**config.mk**
```make
export PLATFORM = sky130hd
export DESIGN_NAME = channel_packer
export DESIGN_NICKNAME = d
export VERILOG_FILES = /design/src/rtl/packer_pkg.sv /design/src/rtl/lane_sequencer.sv /design/src/rtl/channel_packer.sv
export SDC_FILE = /design/constraint.sdc
export NUM_CORES = 1
export LEC_CHECK = 0
export ABC_CLOCK_PERIOD_IN_PS = 2950
export CORE_AREA = 3 3 100 102
export DETAILED_ROUTE_END_ITERATION = 6
export DIE_AREA = 0 0 103 105
export PLACE_DENSITY_LB_ADDON = 0.05
export SLEW_MARGIN = 20
export SYNTH_ARGS = -nofsm -noshare
export SYNTH_HDL_FRONTEND = slang
export SYNTH_SLANG_ARGS = --single-unit
```
**constraint.sdc**
```tcl
create_clock -name clk -period 2.95 [get_ports clk]
set_input_delay 0.59 -clock clk [delete_from_list [all_inputs] [get_ports clk]]
set_output_delay 0.59 -clock clk [all_outputs]
set_load 0.005 [all_outputs]
```
**src/rtl/packer_pkg.sv**
```systemverilog
`default_nettype none
// ============================================================================
//  Module   : packer_pkg
//  Purpose  : Shared FSM encoding and lane-index width helper for channel_packer.
//  Revision : 1.0  initial release
// ============================================================================
package packer_pkg;

    typedef enum logic [1:0] {
        ST_FILL   = 2'd0,
        ST_COMMIT = 2'd1,
        ST_FULL   = 2'd2
    } packer_state_t;

    localparam logic [7:0] c_SEQ_ERR_MAX = 8'hFF;

    // A single-lane configuration still needs a 1-bit channel index.
    function automatic int lane_width(input int num_channels);
        return (num_channels > 1) ? $clog2(num_channels) : 1;
    endfunction

endpackage
`default_nettype wire

```
**src/rtl/lane_sequencer.sv**
```systemverilog
`default_nettype none
// ============================================================================
//  Module   : lane_sequencer
//  Purpose  : Tracks the expected lane, flags out-of-order samples and counts them.
//  Revision : 1.0  initial release
// ============================================================================
module lane_sequencer
    import packer_pkg::*;
#(
    parameter int NUM_CHANNELS = 4
)(
    input  logic                                clk,
    input  logic                                rst,
    input  logic                                i_accept,
    input  logic [lane_width(NUM_CHANNELS)-1:0] i_ch,
    output logic                                o_store,
    output logic                                o_last,
    output logic [7:0]                          o_err_cnt
);

    localparam int                LANE_W      = lane_width(NUM_CHANNELS);
    localparam logic [LANE_W-1:0] c_LANE_ZERO = '0;
    localparam logic [LANE_W-1:0] c_LANE_ONE  = LANE_W'(1);
    localparam logic [LANE_W-1:0] c_LANE_LAST = LANE_W'(NUM_CHANNELS - 1);

    logic [LANE_W-1:0] r_expected;
    logic [7:0]        r_err_cnt;
    logic              w_match;
    logic              w_mismatch;
    logic              w_restart;

    assign w_match    = i_accept && (i_ch == r_expected);
    assign w_mismatch = i_accept && (i_ch != r_expected);
    // An unexpected lane 0 is taken as the start of a new frame.
    assign w_restart  = w_mismatch && (i_ch == c_LANE_ZERO);

    assign o_store    = w_match || w_restart;
    assign o_last     = w_match && (r_expected == c_LANE_LAST);
    assign o_err_cnt  = r_err_cnt;

    always_ff @(posedge clk or negedge rst) begin
        if (!rst) begin
            r_expected <= c_LANE_ZERO;
            r_err_cnt  <= '0;
        end else begin
            if (o_last) begin
                r_expected <= c_LANE_ZERO;
            end else if (w_match) begin
                r_expected <= r_expected + c_LANE_ONE;
            end else if (w_restart) begin
                r_expected <= c_LANE_ONE;
            end else if (w_mismatch) begin
                r_expected <= c_LANE_ZERO;
            end

            if (w_mismatch && (r_err_cnt != c_SEQ_ERR_MAX)) begin
                r_err_cnt <= r_err_cnt + 8'd1;
            end
        end
    end

endmodule
`default_nettype wire

```
**src/rtl/channel_packer.sv**
```systemverilog
`default_nettype none
// ============================================================================
//  Module   : channel_packer
//  Purpose  : Packs per-channel samples into wide words and writes them to a RAM.
//  Revision : 1.0  initial release
// ============================================================================
module channel_packer
    import packer_pkg::*;
#(
    parameter int NUM_CHANNELS = 4,
    parameter int DATA_WIDTH   = 16,
    parameter int ADDR_WIDTH   = 1,
    parameter bit DEBUG        = 1'b0
)(
    input  logic                                 clk,
    input  logic                                 rst,
    input  logic [DATA_WIDTH-1:0]                sample_in,
    input  logic [lane_width(NUM_CHANNELS)-1:0]  sample_ch,
    input  logic                                 sample_valid,
    output logic                                 sample_ready,
    input  logic                                 drain,
    output logic [NUM_CHANNELS*DATA_WIDTH-1:0]   wide_data_out,
    output logic                                 write_en,
    output logic [ADDR_WIDTH-1:0]                addr,
    output logic                                 buf_full,
    output logic [7:0]                           seq_err_cnt
);

    localparam logic [ADDR_WIDTH-1:0] c_ADDR_ONE = ADDR_WIDTH'(1);

    packer_state_t                             r_state;
    packer_state_t                             w_next_state;
    logic                                      r_armed;
    logic [ADDR_WIDTH-1:0]                     r_addr;
    logic [NUM_CHANNELS-1:0][DATA_WIDTH-1:0]   r_lanes;
    logic                                      w_accept;
    logic                                      w_store;
    logic                                      w_last;
    logic                                      w_ready;
    logic                                      w_write_en;
    logic                                      w_buf_full;

    assign w_accept      = sample_valid && w_ready;
    assign sample_ready  = w_ready;
    assign write_en      = w_write_en;
    assign buf_full      = w_buf_full;
    assign addr          = r_addr;
    assign wide_data_out = r_lanes;

    lane_sequencer #(
        .NUM_CHANNELS (NUM_CHANNELS)
    ) u_lane_sequencer (
        .clk       (clk),
        .rst       (rst),
        .i_accept  (w_accept),
        .i_ch      (sample_ch),
        .o_store   (w_store),
        .o_last    (w_last),
        .o_err_cnt (seq_err_cnt)
    );

    // r_armed keeps sample_ready low until the first edge after reset release.
    always_ff @(posedge clk or negedge rst) begin
        if (!rst) begin
            r_state <= ST_FILL;
            r_armed <= 1'b0;
            r_addr  <= '0;
        end else begin
            r_state <= w_next_state;
            r_armed <= 1'b1;
            if ((r_state == ST_COMMIT) && !(&r_addr)) begin
                r_addr <= r_addr + c_ADDR_ONE;
            end else if ((r_state == ST_FULL) && drain) begin
                r_addr <= '0;
            end
        end
    end

    always_ff @(posedge clk or negedge rst) begin
        if (!rst) begin
            r_lanes <= '0;
        end else if (w_store) begin
            r_lanes[sample_ch] <= sample_in;
        end
    end

    always_comb begin
        w_next_state = r_state;
        w_ready      = 1'b0;
        w_write_en   = 1'b0;
        w_buf_full   = 1'b0;
        case (r_state)
            ST_FILL: begin
                w_ready = r_armed;
                if (w_last) begin
                    w_next_state = ST_COMMIT;
                end
            end
            ST_COMMIT: begin
                w_write_en   = 1'b1;
                w_next_state = (&r_addr) ? ST_FULL : ST_FILL;
            end
            ST_FULL: begin
                w_buf_full = 1'b1;
                if (drain) begin
                    w_next_state = ST_FILL;
                end
            end
            default: begin
                w_next_state = ST_FILL;
            end
        endcase
    end

    generate
        if (DEBUG) begin : g_debug
            always_comb begin
                if (rst) begin
                    assert (!(w_write_en && w_buf_full));
                end
            end
        end
    endgenerate

endmodule
`default_nettype wire
```
==> run metrics <==
Root Driver=clkbuf_8; # DRC=0; clk_skew=0.00761 ns; # H-tree levels=3; clk buf depth=2; Tcrit/Tclk final=74.1%; Peak Freq=0.457 GHz; cell accounting for the most synthesized area=dfrtp_1; DRT Pass-1 Iters=5; Core Box Area=9200 um^2; Final Util=49.0%; total routed wirelength=6780 um; critical path peak fanout=16; worst-margin pin slew=0.543 ns; Synth cell types=34; setup TNS=0 ns; sw frac=24.7%; setup bufs post-CTS=0; Final HPWL DP=4570 um; Slew Viols, Final=0; first-pass GRT wire length=11,200 um; post-cts sizing count=0; CTS hold repair buffers=0; GRT Util Overall=13.6%; synthesized area=3170 um^2; global route overflow=0; Internal=3.09 mW; Ports=98; CTS tree=built; number of buffers created by CTS=9; Post-Synthesis Cells=199; Final nets=330; critical path endpoint category=register; power share of the sequential group=42.0%; status=finished, final reports clean; top post-synthesis cells by area=dfrtp_1, mux2_2, mux2_4; Num Clock Sinks=78; Ys Warns=0; CTS clock-pin slew for the worst setup and hold paths=0.08 ns; WP data required=3.18 ns; routability cong.=0.798; DR iter-0 viols=41; Leak Pwr=1.99 nW; ANT nets after route=0; Post-synth EDFFs=0; die height=105 um; CP startpoint kind=primary input; Initial Utilization=34.4%; register bit total from synthesis=78; area grow syn2layout=42.3%; Peak VDD IR=0.409 mV; via count=2,007; WL/cell=16.1 um; Die W=103 um; final setup margin=0.763 ns; Synth Flop Type=dfrtp_1; syn_nets=223; clock share of power=23.0%; # setup viols final=0; DR vias/cell=4.77; kind of critical path=in2reg; Die ar.=10,800 um^2; Data arrival, critical path=2.42 ns; slew margin rel.=63.7%; Worst-Skew Late Latency=0.34 ns; ant diodes=0; min Tclk post-route=2.19 ns; Seq/Total Area, Yosys=61.6%; initial antenna violation count=0; vias in the first global route=2,159; IO buf count=97; PD cells=910 nW/um^2; worst hold slack=0.243 ns; num rows=35; largest net degree at the start of global routing=79; total power=4.10 mW; Comb power frac=35.0%; max cap viols=0; Fin. Hold Viols=0; worst hold path type=in2async; mean post-synth cell area=15.9 um^2; asr flop ratio synth=100%; Psw=1.01 mW; Synth top area share=61.6%; RSZ-0062 raised after global routing=false; share of post-route cells with drive strength above 1=29.0%; post-place setup slack=0.383 ns
## Yosys cell counts (3+ instances only)
library cell and n:
buf_6 3, dfrtp_1 78, mux2_2 54, mux2_4 10
nand3_1 3, nor2_1 6, nor3_1 3, xor2_1 7
## area by class of cell
class	count	area, um^2
Multi-Input combinational cell	113	1140
Clock buffer	11	141
Inverter	2	7.51
Clock inverter	4	95.1
Timing Repair Buffer	102	1030
Fill cell	831	4690
Sequential cell	78	1950
Tap cell	111	139
## worst max-delay path, stage by stage
cell,delay [ns]
clkdlybuf4s50_1,0.51
xor2_2,0.23
nor3_4,0.30
and3_1,0.25
buf_12,0.19
mux2_2,0.35
## layout by cell type, fill, tap and decap left out, drive strengths merged, types with 3 or more instances in the layout
master	netlist	layout
buf	6	6
bufinv	0	3
clkbuf	0	11
clkdlybuf4s50	0	96
dfrtp	78	78
mux2	65	65
nand3	3	3
nor2	6	6
nor3	4	4
xor2	9	9
## through the flow
step           area [um^2]  cells
2_1_floorplan         3170    199
3_3_place_gp          4270    406
3_5_place_dp          4270    406
4_1_cts               4510    421
5_1_grt               4510    421
6_report              4510    421
## layer usage
metal | wire length (um) | track usage (%) | part of all wire, %
met5 | 0 | 0 | 0
met4 | 29 | 3.61 | 0.43
met3 | 580 | 6.68 | 8.6
met2 | 3210 | 20.3 | 47
met1 | 2960 | 17.4 | 44
## registers in the layout (all words and copies together), names as in the netlist
signal,flops
r_state,2
addr,1
wide_data_out,64
u_lane_sequencer.r_expected,2
r_armed,1
u_lane_sequencer.o_err_cnt,8
## path summary, 6_finish.rpt
| path | to | slack [ns] | startpoint | depth (start not counted) |
|---|---|---|---|---|
| setup / recovery | wide_data_out[57] | 0.76 | sample_ch[1] | 6 |
| hold / removal | r_state[1] | 0.24 | rst | 2 |
| setup reg to reg | wide_data_out[57] | 1.10 | u_lane_sequencer.r_expected[1] | 5 |
| hold reg to reg | u_lane_sequencer.o_err_cnt[5] | 0.49 | u_lane_sequencer.o_err_cnt[5] | 1 |
| max in group asynchronous | wide_data_out[18] | 2.34 | rst | 2 |
| min in group clk | u_lane_sequencer.o_err_cnt[5] | 0.49 | u_lane_sequencer.o_err_cnt[5] | 1 |
## power groups by stage
| stage | Clock [mW] | Sequential (mW) | Combinational, mW |
|---|---|---|---|
| 4_1_cts | 0.988 | 1.73 | 1.47 |
| 6_report | 0.944 | 1.72 | 1.43 |
| 3_3_place_gp | 0 | 1.75 | 1.45 |
| 5_1_grt | 1.03 | 1.78 | 1.57 |
| 2_1_floorplan | 0 | 1.75 | 0.468 |
| 3_5_place_dp | 0 | 1.75 | 1.46 |
## logic make-up (layout without fill, tap and decap cells)
kind of cell / after synthesis / count (layout) / share of synthesized area (%)
DFF: 78 / 78 / 61.6
adders and majority gates: 2 / 2 / 0.790
other: 1 / 1 / 0.118
buffers and inverters: 8 / 119 / 2.33
muxes: 65 / 65 / 24.3
and+or+nand+nor: 30 / 30 / 6.52
xor gates and xnor gates: 9 / 9 / 2.96
AOI/OAI and AO/OA: 6 / 6 / 1.38
(Power assumes the default switching activity.)
